## src/rtl/bus_store_axi_master.sv

```systemverilog
// bus_store_axi_master
// Write-channel AXI4 master for the store path. It accepts one store request
// (a single word or a cache-line writeback) from the granted master. It then
// runs the AW, W and B handshakes and returns a one-cycle ack together with
// an error flag. Only one transaction is outstanding at a time.

module bus_store_axi_master #(
    parameter logic [3:0] AXI_ID = 4'd1
) (
    input  logic        clk,
    input  logic        rst_n,
    input  logic        req,
    input  logic [31:0] req_addr,
    input  logic [2:0]  req_len,
    input  logic [2:0]  req_size,
    input  logic [31:0] wr_data,
    input  logic [3:0]  wr_strb,
    output logic [2:0]  beat_idx,
    output logic        busy,
    output logic        ack,
    output logic        resp_err,
    output logic [3:0]  awid,
    output logic [31:0] awaddr,
    output logic [7:0]  awlen,
    output logic [2:0]  awsize,
    output logic [1:0]  awburst,
    output logic        awvalid,
    input  logic        awready,
    output logic [3:0]  wid,
    output logic [31:0] wdata,
    output logic [3:0]  wstrb,
    output logic        wlast,
    output logic        wvalid,
    input  logic        wready,
    input  logic [3:0]  bid,
    input  logic [1:0]  bresp,
    input  logic        bvalid,
    output logic        bready
);

    typedef enum logic [2:0] {
        IDLE = 3'd0,
        ADDR = 3'd1,
        DATA = 3'd2,
        RESP = 3'd3,
        DONE = 3'd4
    } state_t;

    state_t      state_r;
    state_t      state_nxt_s;
    logic [31:0] addr_r;
    logic [2:0]  len_r;
    logic [2:0]  size_r;
    logic [2:0]  beat_r;
    logic        err_r;
    logic        last_s;
    logic        in_data_s;
    logic        unused_ok_s;

    // The B-channel ID and the low bresp bit carry no information for this master.
    assign unused_ok_s = ^{bid, bresp[0]};

    assign last_s    = (beat_r == len_r);
    assign in_data_s = (state_r == DATA);

    // State register; reset drops straight back to IDLE and abandons any transfer.
    always_ff @(posedge clk or negedge rst_n) begin
        if (!rst_n) begin
            state_r <= IDLE;
        end else begin
            state_r <= state_nxt_s;
        end
    end

    // Next-state decode: each state advances only on its own handshake.
    always_comb begin
        state_nxt_s = state_r;
        case (state_r)
            IDLE: begin
                if (req) begin
                    state_nxt_s = ADDR;
                end else begin
                    state_nxt_s = IDLE;
                end
            end
            ADDR: begin
                if (awready) begin
                    state_nxt_s = DATA;
                end else begin
                    state_nxt_s = ADDR;
                end
            end
            DATA: begin
                if (wready && last_s) begin
                    state_nxt_s = RESP;
                end else begin
                    state_nxt_s = DATA;
                end
            end
            RESP: begin
                if (bvalid) begin
                    state_nxt_s = DONE;
                end else begin
                    state_nxt_s = RESP;
                end
            end
            DONE: begin
                // req is deliberately ignored here so a held request is not re-accepted
                state_nxt_s = IDLE;
            end
            default: begin
                state_nxt_s = IDLE;
            end
        endcase
    end

    // Request latch, beat counter and response flag; fields stay stable while valid is high.
    always_ff @(posedge clk or negedge rst_n) begin
        if (!rst_n) begin
            addr_r <= 32'h0000_0000;
            len_r  <= 3'd0;
            size_r <= 3'd0;
            beat_r <= 3'd0;
            err_r  <= 1'b0;
        end else begin
            case (state_r)
                IDLE: begin
                    if (req) begin
                        addr_r <= req_addr;
                        len_r  <= req_len;
                        size_r <= req_size;
                        beat_r <= 3'd0;
                    end
                end
                DATA: begin
                    if (wready && !last_s) begin
                        beat_r <= beat_r + 3'd1;
                    end
                end
                RESP: begin
                    if (bvalid) begin
                        err_r <= bresp[1];
                    end
                end
                DONE: begin
                    beat_r <= 3'd0;
                end
                default: begin
                    beat_r <= beat_r;
                end
            endcase
        end
    end

    assign awid     = AXI_ID;
    assign awaddr   = addr_r;
    assign awlen    = {5'b00000, len_r};
    assign awsize   = size_r;
    assign awburst  = 2'b01;
    assign awvalid  = (state_r == ADDR);

    assign wid      = AXI_ID;
    assign wvalid   = in_data_s;
    // Write payload is forwarded only while a beat is offered, so it reads zero otherwise.
    assign wdata    = in_data_s ? wr_data : 32'h0000_0000;
    assign wstrb    = in_data_s ? wr_strb : 4'h0;
    assign wlast    = in_data_s && last_s;

    assign bready   = (state_r == RESP);
    assign busy     = (state_r != IDLE);
    assign ack      = (state_r == DONE);
    assign resp_err = err_r;
    assign beat_idx = beat_r;

endmodule

```

## config.mk

```make
export PLATFORM = sky130hd
export DESIGN_NAME = bus_store_axi_master
export DESIGN_NICKNAME = d
export VERILOG_FILES = /design/src/rtl/bus_store_axi_master.sv
export SDC_FILE = /design/constraint.sdc
export NUM_CORES = 1
export LEC_CHECK = 0
export CAP_MARGIN = 40
export CELL_PAD_IN_SITES_DETAIL_PLACEMENT = 1
export CELL_PAD_IN_SITES_GLOBAL_PLACEMENT = 1
export CORE_ASPECT_RATIO = 0.5
export CORE_MARGIN = 4
export CORE_UTILIZATION = 24
export CTS_BUF_LIST = sky130_fd_sc_hd__clkbuf_8
export CTS_CLUSTER_DIAMETER = 100
export DETAILED_ROUTE_END_ITERATION = 10
export GPL_TIMING_DRIVEN = 1
export PLACE_DENSITY_LB_ADDON = 0.25
export SKIP_LAST_GASP = 1
export SYNTH_ARGS = -nofsm -noshare
export SYNTH_HDL_FRONTEND = slang
export SYNTH_SLANG_ARGS = --single-unit
```

## constraint.sdc

```tcl
create_clock -name clk -period 2.1 [get_ports clk]
set_clock_uncertainty 0.15 [all_clocks]
set_input_delay 0.21 -clock clk [delete_from_list [all_inputs] [get_ports clk]]
set_output_delay 0.21 -clock clk [all_outputs]
set_load 0.01 [all_outputs]
```

==> reports/qor.yml <==
status: "complete, but fails checks"
violations: "setup timing"
rr_worst_depth: 5
yosys_warnings: 0
min-delay-start: "awaddr[4]$_DFFE_PN0P_"
max_cap_violations: 0
grt_pass1_wl_um: 12200
yosysSeqAreaShare_pct: 48.0
pwr-share-clk_pct: 11.8
synth_area_leader_cell: "dfrtp_1"
multiInputGateArea_mm2: 0.00106
fmax_ghz: 0.438
critPathArrivalTime_ps: 1920
post_drt_via_cell_ratio: 4.09
rsz0062_at_grt: "true"
nFillCells: 1022
drtIter0Drc: 23
initial_utilization_pct: 24.7
syn_area_mm2: 0.00234
cts_inserted_buffers: 5
layout_commonest_cell: "clkdlybuf4s50_1"
async_reset_ff_share_pct: 100
layout_common_cells: "127 x clkdlybuf4s50_1, 45 x dfrtp_1, 38 x and2_1"
boundaryPins: 185
ys_seq_elements: 45
crit_chain: "nor3b_4, buf_4, clkbuf_16, and2_1, clkdlybuf4s50_1"
htreeDepth: 2
power_frac_comb_pct: 60.9
cp.required_ps: 1740
place_congestion: 0.796
worst_pin_slew_ps: 583
end_kind: "output pin"
p_sw_share_pct: 32.9
grt_usage_pct: 13.1
p_int_mw: 3.87
wl_um: 7830
ys_types: 32
worst_slack_ps: -183
dieArea_mm2: 0.0115
area_growth_pct: 85.9
final_core_util_pct: 46.0
fin_nets: 442
period_needed_ps: 2280
whs_ps: 364
critPathMaxStageDelay_ps: 530
critPathLaunchType: "register"
holdCritPathClass: "register to register"
tns_ps: -693
worstPathMaxFanout: 20
fin_crit_sh_pct: 109
cts_tree: "built"
drive_gt1_share_pct: 18.0
synth_area_leaders: "dfrtp_1 48%, mux2_4 13%, and2_1 10%"
grt_max_degree: 46
synth.top_cell.area_share_pct: 48.0
reg2reg_slack_ps: 100
ys.flop_type: "dfrtp_1"
whs_path_depth: 1
grt-ovfl-total: 0
crit_type: "register to output pin"
finalMaxSlewViolations: 0
cts_buffer_depth: 2
antenna_found_initial: 0
rr_startpoint: "state_r[0]$_DFF_PN0_"
dp_hpwl_um: 5950
ir_drop_v: 0.000368
core-area_mm2: 0.00948
relSlewSlack_pct: 61.1
dr.pass1.iters: 4
rows: 25
final_area_mm2: 0.00436
ant_nets: 0
path_clk_slew_ps: 90
postPlaceCellArea_mm2: 0.00407
vias: 2010
worst_path_max_delay_cell: "clkdlybuf4s50_1"
seqPwrFrac_pct: 27.3
antenna_cells: 0
critPathTopFamily: "buffers and inverters"
powerDensity_mw_per_mm2: 1320
syn_inst: 185
seqCellArea_mm2: 0.00113
dieHeight_um: 77.9
syn_area_per_cell_um2: 12.7
grt_pass1_vias: 2335
insertion_delay_ps: 290
hold_viol: 0
preCtsSetupSlack_ps: 114
die_width_um: 148
p_switching_mw: 1.89
cellLeakagePower_nw: 2.32
cts_sinks: 45
whs_endpoint: "awaddr[4]$_DFFE_PN0P_"
synth_edf_count: 0
detail_route.wl_per_cell_um: 15.9
rr_endpoint: "awaddr[2]$_DFFE_PN0P_"
port_buffers: 164
cp.buffers_inverters: 3
setup-violations-final: 4
clockRootBuffer: "clkbuf_8"
drc_errors: 0
## timing repair
item | CTS | global route
buffers inserted | 0 | 2
setup endpoints to repair | 40 | 40
gates resized for setup | 2 | 37
hold buffers | 1 | 0
endpoints found under the hold margin | 45 | 0
cloned | 0 | 2
## cells by family (layout without fill, tap and decap cells)
family / count (synthesis) / after routing / share of synthesized area (%)
multiplexers: 42 / 42 / 23.3
XOR/XNOR: 3 / 3 / 1.12
flip-flops: 45 / 45 / 48.0
adder cells (fa/ha/maj): 1 / 1 / 0.534
buffers and inverters: 29 / 187 / 9.39
other: 2 / 15 / 0.320
AND/OR/NAND/NOR: 53 / 53 / 14.4
AO/OA/AOI/OAI: 10 / 10 / 2.94
## cells in the mapped netlist, types with 2 or more instances
cell type and count:
a21oi_1 2, and2_1 38, buf_12 2, buf_2 3, buf_4 16, buf_6 2, clkbuf_1 3, conb_1 2
dfrtp_1 45, inv_1 3, mux2_2 20, mux2_4 20, mux2i_1 2, nand2_1 4, nand3b_1 2, nor2_1 2
o21ai_0 2, xnor2_1 3
## worst max path at each step
stage,start,endpoint,cells after the start
floorplan,state_r[0]$_DFF_PN0_,awaddr[15]$_DFFE_PN0P_,6
global placement,state_r[0]$_DFF_PN0_,len_r[1]$_DFFE_PN0P_,5
detailed placement,state_r[0]$_DFF_PN0_,awaddr[2]$_DFFE_PN0P_,5
CTS,state_r[0]$_DFF_PN0_,wlast,5
global route,state_r[0]$_DFF_PN0_,wlast,6
finish,state_r[0]$_DFF_PN0_,wstrb[2],5
## power by group through the flow
| stage | registers, mW | logic (mW) | clock network [mW] |
|---|---|---|---|
| 2_1_floorplan | 1.73 | 1.49 | 0 |
| 3_3_place_gp | 1.56 | 3.36 | 0 |
| 3_5_place_dp | 1.59 | 3.43 | 0 |
| 4_1_cts | 1.58 | 3.46 | 0.708 |
| 5_1_grt | 1.65 | 3.76 | 0.751 |
| 6_report | 1.57 | 3.51 | 0.678 |
## sequential cells by signal (all words and copies together), names as in the netlist
name	flops
len_r	3
resp_err	1
awaddr	32
beat_idx	3
awsize	3
state_r	3
## worst reg2reg max path: cells and delay by family (launching register included)
family,cells,cell delay [ps]
AND/OR/NAND/NOR,2,510
buffers and inverters,2,450
multiplexers,1,370
flip-flops,1,420
## area by class of cell
| type | instances | area share [%] |
|---|---|---|
| clock inverters | 2 | 0.775 |
| flip-flops and latches | 45 | 25.8 |
| clock buffers | 6 | 1.89 |
| repair buffers | 176 | 43.0 |
| well taps | 135 | 3.87 |
| multi-input cells | 124 | 24.3 |
| inverters | 3 | 0.258 |
## layer usage
| layer | global-route usage [%] | wire length (µm) | vias to the layer above |
|---|---|---|---|
| met5 | 0 | 0 | - |
| met4 | 2.51 | 29 | 0 |
| met3 | 4.26 | 639 | 2 |
| met2 | 26.4 | 4540 | 78 |
| met1 | 13.3 | 2630 | 1009 |
| li1 | - | - | 921 |
## through the flow
stage | total power, mW | cells
after global routing | 6.15 | 491
final | 5.76 | 491
after floorplan | 3.23 | 198
after global placement | 4.91 | 478
after CTS | 5.74 | 487
after detailed placement | 5.02 | 478
Note: power is estimated with default switching activity, not from simulation.
